### src/rtl/uart_tx_sched.sv
// Two-client round-robin scheduler feeding a single 8N1 UART transmitter.
// Arbitration happens on every idle cycle and on the last stop-bit cycle, so frames can run back to back.
module uart_tx_sched #(
    parameter int CLKS_PER_BIT = 1736
) (
    input  logic       clk,
    input  logic       rst,
    input  logic       req0,
    input  logic [7:0] data0,
    output logic       ack0,
    input  logic       req1,
    input  logic [7:0] data1,
    output logic       ack1,
    output logic       tx,
    output logic       busy,
    output logic       src
);

    typedef enum logic [1:0] {
        IDLE,
        START,
        DATA,
        STOP
    } state_t;

    localparam logic [15:0] LAST_CNT = 16'(CLKS_PER_BIT - 1);

    state_t      r_state;
    logic [15:0] r_cnt;
    logic [2:0]  r_bit_idx;
    logic [7:0]  r_shift;
    logic        r_ptr;
    logic        r_tx;
    logic        r_busy;
    logic        r_src;
    logic        r_ack0;
    logic        r_ack1;

    logic        w_bit_end;
    logic        w_arb_point;
    logic        w_any_req;
    logic        w_gnt;
    logic [7:0]  w_gnt_data;

    assign w_bit_end   = (r_cnt == LAST_CNT);
    assign w_arb_point = (r_state == IDLE) || ((r_state == STOP) && w_bit_end);
    assign w_any_req   = req0 | req1;
    // With both clients requesting the pointer decides; otherwise the lone requester wins.
    assign w_gnt       = (req0 & req1) ? r_ptr : req1;
    assign w_gnt_data  = w_gnt ? data1 : data0;

    always_ff @(posedge clk) begin
        // NOTE: the shift register is reset too, so a mid-frame reset leaves no stale byte behind.
        if (rst) begin
            r_state   <= IDLE;
            r_cnt     <= '0;
            r_bit_idx <= '0;
            r_shift   <= '0;
            r_ptr     <= 1'b0;
            r_tx      <= 1'b1;
            r_busy    <= 1'b0;
            r_src     <= 1'b0;
            r_ack0    <= 1'b0;
            r_ack1    <= 1'b0;
        end else begin
            r_ack0 <= 1'b0;
            r_ack1 <= 1'b0;
            if (w_arb_point) begin
                r_cnt     <= '0;
                r_bit_idx <= '0;
                if (w_any_req) begin
                    r_state <= START;
                    r_shift <= w_gnt_data;
                    r_src   <= w_gnt;
                    r_ptr   <= ~w_gnt;
                    r_ack0  <= ~w_gnt;
                    r_ack1  <= w_gnt;
                    r_tx    <= 1'b0;
                    r_busy  <= 1'b1;
                end else begin
                    r_state <= IDLE;
                    r_tx    <= 1'b1;
                    r_busy  <= 1'b0;
                end
            end else begin
                r_cnt <= w_bit_end ? '0 : r_cnt + 16'd1;
                if (w_bit_end) begin
                    case (r_state)
                        START: begin
                            r_state <= DATA;
                            r_tx    <= r_shift[0];
                            r_shift <= r_shift >> 1;
                        end
                        DATA: begin
                            r_bit_idx <= r_bit_idx + 3'd1;
                            if (r_bit_idx == 3'd7) begin
                                r_state <= STOP;
                                r_tx    <= 1'b1;
                            end else begin
                                r_tx    <= r_shift[0];
                                r_shift <= r_shift >> 1;
                            end
                        end
                        default: ;
                    endcase
                end
            end
        end
    end

    assign ack0 = r_ack0;
    assign ack1 = r_ack1;
    assign tx   = r_tx;
    assign busy = r_busy;
    assign src  = r_src;

endmodule
### config.mk
export PLATFORM = sky130hd
export DESIGN_NAME = uart_tx_sched
export DESIGN_NICKNAME = d
export VERILOG_FILES = /design/src/rtl/uart_tx_sched.sv
export SDC_FILE = /design/constraint.sdc
export NUM_CORES = 1
export LEC_CHECK = 0
export CORE_UTILIZATION = 38
export CTS_CLUSTER_DIAMETER = 50
export DETAILED_ROUTE_END_ITERATION = 6
export PLACE_DENSITY_LB_ADDON = 0.25
export SLEW_MARGIN = 10
export SYNTH_ARGS = -nofsm -noshare
export SYNTH_HDL_FRONTEND = slang
export SYNTH_SLANG_ARGS = --single-unit
### constraint.sdc
create_clock -name clk -period 3.7 [get_ports clk]
set_input_delay 0.74 -clock clk [delete_from_list [all_inputs] [get_ports clk]]
set_output_delay 0.74 -clock clk [all_outputs]
set_load 0.005 [all_outputs]
==> impl_metrics.yaml, run 1 <==
layout:
  final_layout_size_suffix_gt1_frac: 0.0773
  synthToLayoutAreaGrowth_pct: 20.5
  multi_input_area_sq_um: 925
  nFillCells: 418
  regArea_sq_um: 701
  antenna_cells: 0
  utilization: 0.492
  fin_area_sq_mm: 0.00204
  final_nets: 243
clocking:
  clockBufferDepth: 2
  post_cts_buffers: 0
  tritoncts: "yes"
  clockRootBuffer: "clkbuf_8"
  clkSlewWorstSetupHoldPaths_ns: 0.07
  cts.sinks: 35
  cts_buffers: 5
  clock_latency_ns: 0.28
  ctsResizeCount: 0
  h-tree-depth: 2
  holdBufCountCts: 0
synth:
  yosysTopAreaCell: "dfxtp_1"
  synth_edf_count: 0
  synth_area_per_cell_sq_um: 8.59
  synthArstFlopShare: 0
  synth-main-ff-cell: "dfxtp_1"
  ys_seq_elements: 35
  ys_warn_count: 0
  netlist.area_leader.share: 0.414
  syn_area_sq_mm: 0.00169
  syn-instance-count: 197
  ys_seq_area_frac: 0.414
  syn_nets: 220
  synth_commonest_cells: "37 x nor2_1, 35 x dfxtp_1, 19 x nand2_1"
  netlist_top_cells_area: "dfxtp_1 41%, nor2_1 8.2%, xor2_1 5.2%, a21oi_1 5.0%, mux2i_1 4.7%"
  synth_cell_types: 39
  yosysMostFrequentCell: "nor2_1"
routing:
  vias_per_cell: 5.00
  wl_mm: 3.18
  remaining_drc_errors: 0
  drtPass1Iterations: 4
  avgRoutedWirePerCell_um: 11.8
  vias: 1351
  ant_nets: 0
  drt_iter0_markers: 57
grt:
  overflow: 0
  grt_max_degree: 21
  grt_use_total: 0.152
  first_global_vias: 1139
  antenna_found_initial: 0
  grt_pass1_wl_mm: 5.21
min_path:
  min-delay-start: "r_cnt[0]"
  holdPathStages: 1
  hold_class: "flop to flop"
  hold_path_end: "r_cnt[0]"
sta:
  setup_tns_ns: 0
  finalHoldViolCount: 0
  setup_ws_ns: 1.46
  post-route-period-util: 0.605
  layout_min_cycle_time_ns: 2.24
  tightest_slew_ns: 0.544
  max_freq_mhz: 447
  setup_viol_count_final: 0
  relSlewSlack: 0.638
  fin_skew_ns: 0.00547
  slew_violations: 0
  rsz0062_at_grt: "no"
placement:
  pre_cts_slack_ns: 1.22
  placed_area_sq_mm: 0.00195
  io_buffers: 24
  place.gp.congestion: 0.780
  hpwl_mm: 2.24
setup_path:
  crit-reg2reg-capture: "src"
  crit_family: "compound AO/OA/AOI/OAI gates"
  cp_num_buf_inv: 0
  end_kind: "flop"
  timing.rr.start: "r_cnt[0]"
  path_max_fanout: 19
  critPathLaunchType: "flop"
  reg2reg_slack_ns: 1.46
  cp.arrival_ns: 2.46
  reg2reg_depth: 7
  slowest_delay_ns: 0.51
  worstPathCellList: "ha_1, and4bb_1, nand4_1, o21bai_4, o21ai_2, or2_0, a21oi_1"
  path_class: "flop to flop"
  slowest_stage: "o21bai_4"
  required_ns: 3.92
power:
  switching_share: 0.238
  power_mw: 0.784
  pwr-share-comb: 0.134
  p_clk_frac: 0.349
  intPower_mw: 0.597
  p_leak_nw: 0.763
  peakVddDrop_uv: 171
  power_density_mw_per_mm2: 385
  power.switching_mw: 0.187
  sequentialPowerShare: 0.516
run:
  maxCapViolations: 0
floorplanning:
  die_h_um: 68.7
  die_w_um: 68.7
  num_rows: 23
  core_area_sq_mm: 0.00414
  io_pins: 25
  start_util: 0.408
  dieArea_sq_mm: 0.00472
run_status:
  status: "finished, final reports clean"
## worst max path at each step
| stage | endpoint | from | slack, ns | cells past startpoint |
|---|---|---|---|---|
| finish | src | r_cnt[0] | 1.46 | 7 |
| global route | r_shift[4] | r_cnt[0] | 1.24 | 7 |
| CTS | src | r_cnt[0] | 1.42 | 7 |
| detailed placement | r_shift[2] | req0 | 1.22 | 7 |
| global placement | r_shift[7] | req0 | 1.28 | 7 |
| floorplan | r_shift[0] | r_cnt[0] | 1.83 | 9 |
## metrics by stage
step | cells | hold slack, ns
CTS | 270 | 0.455
floorplan | 197 | 0.418
detailed placement | 263 | 0.447
global placement | 263 | 0.434
global route | 270 | 0.477
finish | 270 | 0.454
## layout make-up
class,instances,share of cell area
clock buffer,6,0.0405
inverter,2,0.00368
multi-input combinational,150,0.454
timing repair buffer,26,0.125
sequential,35,0.344
tap,50,0.0307
clock inverter,1,0.00246
## flip-flops by register name (all words and copies together) (netlist names)
name / count
busy: 1
r_bit_idx: 3
r_shift: 8
tx: 1
r_cnt: 16
ack0: 1
src: 1
r_state: 2
ack1: 1
r_ptr: 1
## layer usage
layer | up-vias | GRT usage | part of all wire
li1 | 729 | - | -
met1 | 606 | 0.214 | 0.52
met2 | 11 | 0.214 | 0.44
met3 | 5 | 0.0395 | 0.023
met4 | 0 | 0.0689 | 0.016
met5 | - | 0 | 0
## power by group through the flow
stage               combinational, mW  sequential, mW  clock (mW)
detailed placement              0.107           0.413           0
global placement                0.105           0.413           0
CTS                             0.107           0.405       0.284
finish                          0.105           0.405       0.274
global route                    0.119           0.407       0.300
floorplan                      0.0715           0.410           0
## placed cells by master, fill, tap and decap left out, types with 2 or more instances in the layout
cell type	count
or3_1	2
a21oi_1	17
xnor2_1	4
nor2_1	37
clkdlybuf4s50_1	24
xor2_1	10
nand4_1	4
nand2_1	19
a211oi_1	2
and4_1	2
ha_1	3
mux2i_1	8
inv_1	2
buf_4	2
clkbuf_8	6
mux2_2	2
a211o_1	7
o21ai_0	2
dfxtp_1	35
nor3_1	7
nand3_1	6
## kinds of logic after synthesis
group | after synthesis | share of synthesized area
AND/OR/NAND/NOR | 87 | 0.241
flip-flops | 35 | 0.414
XOR/XNOR | 14 | 0.0725
adder cells (fa/ha/maj) | 3 | 0.0222
buffers and inverters | 12 | 0.0392
multiplexers | 10 | 0.0607
AO/OA/AOI/OAI | 36 | 0.150
Note: power is estimated with default switching activity, not from simulation.
==> inputs of run 2 (changes only) <==
- clock period: 3.7 -> 2.1 ns (I/O delays scaled with it)
==> run 2 against run 1 <==
  * First-iteration DRC count shrank 1.8%
  * Clock-buffer cell count grew 1
  * Fmax grew 15%
  * Via count grew 3.1%
  * Highest routed layer unchanged
  * Design area grew 4.2%
  * Worst hold slack is essentially flat
  * Clock skew grew 0.0013 ns
==> impl_metrics.yaml, run 2 (synthesis gave the netlist of run 1 again) <==
setup_path:
  slowest_stage: "dfxtp_1"
  path_max_fanout: 15
  end_kind: "flop"
  critPathLaunchType: "flop"
  reg2reg_slack_ns: 0.16
  crit-reg2reg-capture: "r_shift[3]"
  reg2reg_depth: 7
  cp.arrival_ns: 2.16
  timing.rr.start: "r_cnt[0]"
  slowest_delay_ns: 0.36
  required_ns: 2.31
  worstPathCellList: "ha_2, and4bb_1, nand4_1, buf_4, o22a_4, a211o_1, a21oi_1"
  path_class: "flop to flop"
floorplanning:
  start_util: 0.408
  num_rows: 23
  die_w_um: 68.7
  dieArea_sq_mm: 0.00472
  io_pins: 25
  die_h_um: 68.7
  core_area_sq_mm: 0.00414
clocking:
  ctsResizeCount: 0
  clockRootBuffer: "clkbuf_8"
  cts.sinks: 35
  clock_latency_ns: 0.29
  tritoncts: "yes"
  holdBufCountCts: 0
  h-tree-depth: 2
  cts_buffers: 5
  post_cts_buffers: 0
  clkSlewWorstSetupHoldPaths_ns: 0.07
  clockBufferDepth: 2
placement:
  pre_cts_slack_ns: 0.111
  io_buffers: 24
  place.gp.congestion: 0.726
  hpwl_mm: 2.30
run_status:
  status: "finished, final reports clean"
layout:
  regArea_sq_um: 701
  final_cell_mix: "36 x nor2_1, 35 x dfxtp_1, 24 x clkdlybuf4s50_1"
  synthToLayoutAreaGrowth_pct: 25.6
  nFillCells: 405
  final_common_cell: "nor2_1"
  antenna_cells: 0
  multi_input_area_sq_um: 930
  largest_register_ff_count: 16
  top_register: "r_cnt"
  final_layout_size_suffix_gt1_frac: 0.121
  top_regs: "r_cnt x16, r_shift x8, r_bit_idx x3"
  final_nets: 253
min_path:
  min-delay-start: "src"
  holdPathStages: 2
  hold_path_end: "src"
  hold_class: "flop to flop"
grt:
  overflow: 0
  antenna_found_initial: 0
  grt_max_degree: 20
  grt_use_total: 0.147
  first_global_vias: 1142
  grt_pass1_wl_mm: 5.10
sta:
  post-route-period-util: 0.926
  max_freq_mhz: 514
  fin_skew_ns: 0.00682
  rsz0062_at_grt: "no"
  setup_ws_ns: 0.156
  tightest_slew_ns: 0.529
  relSlewSlack: 0.647
  finalHoldViolCount: 0
  setup_viol_count_final: 0
  setup_tns_ns: 0
  hold-worst-slack_ns: 0.454
  layout_min_cycle_time_ns: 1.94
  slew_violations: 0
routing:
  avgRoutedWirePerCell_um: 11.4
  drt_iter0_markers: 56
  vias_per_cell: 4.96
  remaining_drc_errors: 0
  vias: 1393
  wl_mm: 3.20
  ant_nets: 0
  drtPass1Iterations: 4
power:
  peakVddDrop_uv: 358
  p_leak_nw: 0.809
  power_density_mw_per_mm2: 652
run:
  maxCapViolations: 0
[run 2: per-stage QoR]
step           cells  total power [mW]  utilization  cell area, sq um
2_1_floorplan    197             0.848            -              1690
3_3_place_gp     273             0.933        0.492              2040
3_5_place_dp     273             0.934        0.492              2040
4_1_cts          281              1.40        0.511              2120
5_1_grt          281              1.46        0.513              2120
6_report         281              1.38        0.513              2120
[run 2: worst max-delay path: cells and delay by family, from the launching register on]
family | cells | cell delay [ns]
fa+ha+maj | 1 | 0.22
flops | 1 | 0.36
compound gates | 3 | 0.63
simple gates | 2 | 0.42
buf+inv | 1 | 0.23
[run 2: report_power, final]
group / internal [mW] / switching, mW
clock: 0.232 / 0.233
sequential: 0.693 / 0.0189
combinational: 0.119 / 0.0885
[run 2: layout make-up]
cell class	count	share of cell area
multi-input cells	150	0.438
flip-flops and latches	35	0.330
repair buffers	36	0.161
clock buffers	7	0.0359
well taps	50	0.0294
clock inverters	1	0.00236
inverters	2	0.00353
[run 2: metal layers]
layer	up-vias	track usage	routed length, um
met2	12	0.224	1440
met4	0	0.0689	61
met5	-	0	0
met3	6	0.0444	65
met1	627	0.189	1630
li1	748	-	-
[run 2: how the worst max path moves through the flow]
| stage | start | to | slack [ns] | depth (start not counted) |
|---|---|---|---|---|
| after floorplan | r_cnt[0] | r_shift[0] | 0.23 | 9 |
| after global placement | req0 | r_shift[0] | 0.16 | 7 |
| after detailed placement | r_cnt[0] | r_bit_idx[1] | 0.11 | 8 |
| after CTS | r_cnt[0] | r_bit_idx[1] | 0.09 | 8 |
| after global routing | r_cnt[0] | r_shift[3] | 0.02 | 7 |
| final | r_cnt[0] | r_shift[3] | 0.16 | 7 |
